## src/rtl/osd_pkg.sv

```systemverilog
// osd_pkg: default divider ratios and counter width helper for the OSD timebase
package osd_pkg;
  localparam int OSD_HALF1 = 2;
  localparam int OSD_HALF2 = 2;
  function automatic int cnt_width(input int n);
    return (n > 1) ? $clog2(n) : 1;
  endfunction
endpackage

```

## src/rtl/osd_prescaler.sv

```systemverilog
// osd_prescaler: divides tick_in events into a 50% square wave with a rising-edge strobe
module osd_prescaler
  import osd_pkg::*;
#(
  parameter int HALF = 2
) (
  input  logic clk,
  input  logic start,
  input  logic tick_in,
  output logic wave,
  output logic rise
);
  localparam int W = cnt_width(HALF);
  localparam logic [W-1:0] LAST = W'(HALF - 1);
  logic [W-1:0] cnt;
  logic last;
  assign last = cnt == LAST;
  assign rise = tick_in && last && !wave;
  always_ff @(posedge clk) begin
    if (start) begin
      cnt  <= '0;
      wave <= 1'b0;
    end else if (tick_in) begin
      cnt  <= last ? '0 : cnt + 1'b1;
      wave <= wave ^ last;
    end
  end
endmodule

```

## src/rtl/osd_timebase.sv

```systemverilog
// osd_timebase: two cascaded prescalers giving the OSD fast and slow rate references
module osd_timebase
  import osd_pkg::*;
#(
  parameter int HALF1 = OSD_HALF1,
  parameter int HALF2 = OSD_HALF2
) (
  input  logic clk,
  input  logic start,
  input  logic enable,
  output logic clk_out1,
  output logic clk_out2
);
  logic rise1, rise2;
  osd_prescaler #(.HALF(HALF1)) u_stage1 (
    .clk(clk), .start(start), .tick_in(enable), .wave(clk_out1), .rise(rise1)
  );
  osd_prescaler #(.HALF(HALF2)) u_stage2 (
    .clk(clk), .start(start), .tick_in(enable && rise1), .wave(clk_out2), .rise(rise2)
  );
  // The slow clock may only rise on an edge where the fast clock also rises
  a_cascade: assert property (@(posedge clk) rise2 |-> rise1);
endmodule

```

## config.mk

```make
export PLATFORM = sky130hd
export DESIGN_NAME = osd_timebase
export DESIGN_NICKNAME = d
export VERILOG_FILES = /design/src/rtl/osd_pkg.sv /design/src/rtl/osd_prescaler.sv /design/src/rtl/osd_timebase.sv
export SDC_FILE = /design/constraint.sdc
export NUM_CORES = 1
export LEC_CHECK = 0
export BUFFER_PORTS_ARGS = -buffer_cell sky130_fd_sc_hd__buf_2
export CORE_AREA = 2 2 39 41
export CTS_BUF_LIST = sky130_fd_sc_hd__clkbuf_4 sky130_fd_sc_hd__clkbuf_8
export DETAILED_ROUTE_END_ITERATION = 10
export DIE_AREA = 0 0 41 43
export GPL_ROUTABILITY_DRIVEN = 1
export MAX_ROUTING_LAYER = met4
export PLACE_DENSITY = 0.32
export SLEW_MARGIN = 5
export SYNTH_ARGS = -nofsm -noshare
export SYNTH_HDL_FRONTEND = slang
export SYNTH_SLANG_ARGS = --single-unit
```

## constraint.sdc

```tcl
create_clock -name clk -period 1.1 [get_ports clk]
set_input_delay 0 -clock clk [delete_from_list [all_inputs] [get_ports clk]]
set_output_delay 0 -clock clk [all_outputs]
set_load 0.03 [all_outputs]
```

; ---- Word-level counts from Yosys, hierarchy flattened
; Cells that the tools add are included.
[totals]
ff_bits = 4
input_bits = 3
[op_classes]
add_sub_neg = 2
reduce_logical = 4
bitwise_logic = 2
mux = 2
[ops]
columns = operator, n
row1 = logical AND 1 bit, 3
row2 = "adder 1 bit, second input constant", 2
row3 = 2-to-1 mux 1 bit, 2
row4 = bitwise XOR 1 bit, 2
row5 = logical NOT 1 bit, 1

; ---- Depth between registers and ports, before layout
[depth]
ltp_word = 3
depth_mapped = 2

; ---- By module
; A second synthesis with hierarchy kept.
[unflattened]
cells_unflattened = 19
area_unflattened_um2 = 176.4
[by_module_without_submodules]
columns = module, cells_per_inst, seq_area_each_um2, instances, area_each_um2
row1 = osd_prescaler, 9, 40.0, 2, 85.1
row2 = osd_timebase, 1, 0.0, 1, 6.3

; ---- Worst setup path before layout
; OpenSTA, ideal clock, no wires.
[synth_path]
kind = flip-flop to flip-flop
start = register u_stage1.wave
end = register u_stage2.cnt
arrival_time_ns = 0.988
path_stages_with_launch = 3
required_ns = 0.979
path_slack_ns = -0.009
path_cell_list = dfxtp_1 nand3b_1 mux2_2
[synth_via]
elab_chain_len = 3
[synth_rtl]
columns = item, line_no
row1 = "start, declared", osd_prescaler.sv:10  ; output logic wave,
row2 = "start signal, assigned", osd_prescaler.sv:25  ; wave <= wave ^ last;
row3 = logical NOT 1 bit, osd_prescaler.sv:18  ; assign rise = tick_in && last && !wave;
row4 = logical AND 1 bit, osd_prescaler.sv:18
row5 = logical AND 1 bit, osd_timebase.sv:19  ; .clk(clk), .start(start), .tick_in(enable && rise1), .wave(clk_out2), .rise(rise2)
row6 = "end signal, assigned", osd_prescaler.sv:24  ; cnt <= last ? '0 : cnt + 1'b1;
row7 = "end, declared", osd_prescaler.sv:15  ; logic [W-1:0] cnt;
; Every way passes these cells.
; A chain may end at the register's enable or synchronous reset.

==> reports/results.txt <==
Counting every net in the synthesized netlist gives 19. The tools report the clock insertion delay at the later pin of the skew report as 240 ps. The critical path is of the input pin to flip-flop type. The die boundary height works out to 43 um. The worst hold path belongs to the class input pin to flip-flop.

The top flip-flop cell by instance count after synthesis was sky130_fd_sc_hd__dfxtp_1. The leakage dissipation was 0.110 nW. The floorplan step defined a core boundary enclosing 0.00138 mm2. The leading area contributor after synthesis was sky130_fd_sc_hd__dfxtp_1. The largest clock skew in the final design was 5.47 ps; the portion of synthesized cell area occupied by the leading cell type was 0.467. For the final weighted congestion in routability-driven placement, the log shows 0.689. IR analysis of the VDD net gives a maximum drop of 0.439 mV. The run gives 0 as the total setup violations reported at the end of the flow. The fmax came out at 1.02 GHz. Summing every instance area after synthesis gives 171 um2. The logs give 0 for the post-cts sizing count and 29 for the final layout net count.

The total die area came out at 0.00176 mm2. The antenna diode instance count is 0, and the ratio of cells with drive above 1 in the final layout is 0.458. TritonCTS built the clock tree. The total count of hold-check failures in the final report is 0.

Yosys attributes the largest share of cell area to sky130_fd_sc_hd__dfxtp_1 (47%), sky130_fd_sc_hd__mux2_4 (8.8%), sky130_fd_sc_hd__mux2_2 (6.6%), sky130_fd_sc_hd__nor2_1 (6.6%), sky130_fd_sc_hd__a21bo_2 (5.8%). The total global routing track utilization was 0.0492. The run finished with clean final reports. For the data required time at the worst endpoint, the log shows 1220 ps. Input and output buffers added on the ports amount to 4. Maximum buffer depth of the clock tree: 2. The fraction of the cycle the final worst path needs was 0.888. The area added between synthesis and finish is 43.1%, and the via count of the first global-routing pass is 111.

The floorplan row count is 14. For the final routed database, the setup TNS stands at 0 ps. The worst register-to-register path begins at u_stage1.cnt. Summing internal, switching and leakage power gives 0.391 mW.

For the finished layout, the period the worst path requires is 977 ps. The critical path goes through dlygate4sd3_1 -> buf_2 -> and2b_1 -> mux2_4. The logs give 0 for the number of antenna violations at the first check in global routing and 3 for the number of clock buffers inserted by TritonCTS.

The number of DRC violations after detailed-routing iteration 0 was 1. For the worst setup path, the data arrival time is 1100 ps. For the quantity of hold-fixing buffers added after cts, the log shows 1. The kind of launch point of the worst setup path was an input pin. The total of max-cap violations came out at 0.

Yosys mapped the design onto 11 distinct sky130hd cell types. Initial standard-cell utilization of the core: 0.124. The post-synthesis async set-or-reset flop share came out at 0. CTS saw 4 sinks. In this run the worst path has a maximum fanout of 6. Wires add up to 313 um. The run gives 0 as the warning count from the yosys run.

Number of H-tree branching levels: 1. In this run the remaining antenna-violating nets after routing total 0. Entering global routing, the biggest net connects 7 pins.

Count of flip-flops with a built-in enable after synthesis: 0. The fraction of the yosys area taken by sequential cells was 0.467. For the pin with the worst max-slew slack, the measured transition is 150 ps. Synthesis handed over a netlist of 16 instances. In this run the count of I/O pins placed on the die edge is 5.

After detailed routing, the average wire length per cell comes to 7.83 um. The average vias per placed instance came out at 3.45. For this design the ratio of total power to cell area is 1600 mW/mm2. The wire length of the first global-routing pass came out at 469 um. The hold path startpoint was enable. After clock tree synthesis, the clock-pin slew on the worst setup and hold paths is 40 ps.

Global routing finished with a remaining overflow of 0. The cell with the largest stage delay on the worst path is sky130_fd_sc_hd__dlygate4sd3_1. STA classifies the critical path endpoint as a flip-flop. Once the clock tree was built, the setup fixing pass inserted 0 buffers. Setup repair after global routing left no endpoint under its margin.

In this run the horizontal extent of the chip is 41 um. Max-slew headroom at the worst pin: 0.900. Total via count after detailed routing: 138. The synthesized design contains 4 register bits. The root buffer cell was sky130_fd_sc_hd__clkbuf_4. The most common cell in the synthesized netlist is sky130_fd_sc_hd__dfxtp_1. The post-synthesis area per instance was 10.7 um2; the count of final max-slew check failures was 0.

The number of optimization iterations in the first detailed-route pass is 2, and the delay contributed by the slowest stage of the critical path is 520 ps. After synthesis, the most frequently instantiated cells are sky130_fd_sc_hd__dfxtp_1 (4), sky130_fd_sc_hd__nor2_1 (3). The launching instance or port of the critical path was start.

In the routed design, unresolved DRC markers number 0.
[where the power goes]
part	total [mW]	leakage, nW	switching, mW	internal (mW)
Combinational	0.0433	0.0626	0.0199	0.0234
Sequential	0.165	0.0332	0.00819	0.157
Clock	0.183	0.0138	0.0611	0.122
Total	0.391	0.110	0.0892	0.302
[registers in the layout, summed over array words and instances, names as in the netlist]
register and flops:
u_stage1.cnt 1, u_stage2.cnt 1, u_stage1.wave 1, u_stage2.wave 1
[cell type report]
type / instances / area, um2
fillers: 152 / 1140
multi-input cells: 12 / 91.3
flip-flops and latches: 4 / 81.3
repair buffers: 5 / 30.0
clock buffers: 3 / 22.5
well taps: 16 / 20.0
[per-layer routing]
metal	vias up	GRT usage	wire [um]
met5	-	-	0
met4	0	0.0200	0
met3	0	0.0838	54
met2	6	0.0500	120
met1	59	0.0414	138
li1	73	-	-
[through the flow]
stage	instances	hold WS [ps]	utilization	instance area [um2]	setup slack [ps]
after floorplan	16	61.7	-	173	102
after global placement	36	236	0.154	213	175
after detailed placement	36	242	0.154	213	160
after CTS	40	60.8	0.177	245	120
after global routing	40	88.3	0.177	245	87.5
final	40	74.9	0.177	245	123
[logic make-up (layout without fill, tap and decap cells)]
family,after synthesis,in the layout,synth area share
flops,4,4,0.467
mux,2,2,0.153
compound gates,2,2,0.0876
buf+inv,0,8,0
simple gates,7,7,0.241
xor+xnor,1,1,0.0511
[layout by cell type, fill, tap and decap left out, drive strengths merged]
cell type,synthesis,layout
buf,0,4
and2b,1,1
a21oi,1,1
a21bo,1,1
nand3b,1,1
nand4b,1,1
dfxtp,4,4
nor2b,1,1
nor2,3,3
xnor2,1,1
clkbuf,0,3
dlygate4sd3,0,1
mux2,2,2
[path summary, 6_finish.rpt]
check             endpoint  slack (ps)  cells past startpoint
max          u_stage2.wave         120                      4
min reg2reg   u_stage1.cnt         560                      2
max reg2reg  u_stage2.wave         160                      2
min           u_stage1.cnt          70                      3
[worst max-delay path: cells and delay by family]
kind / cells / cell delay (ps)
buf+inv: 2 / 670
mux: 1 / 250
simple gates: 1 / 180
(Power assumes the default switching activity.)
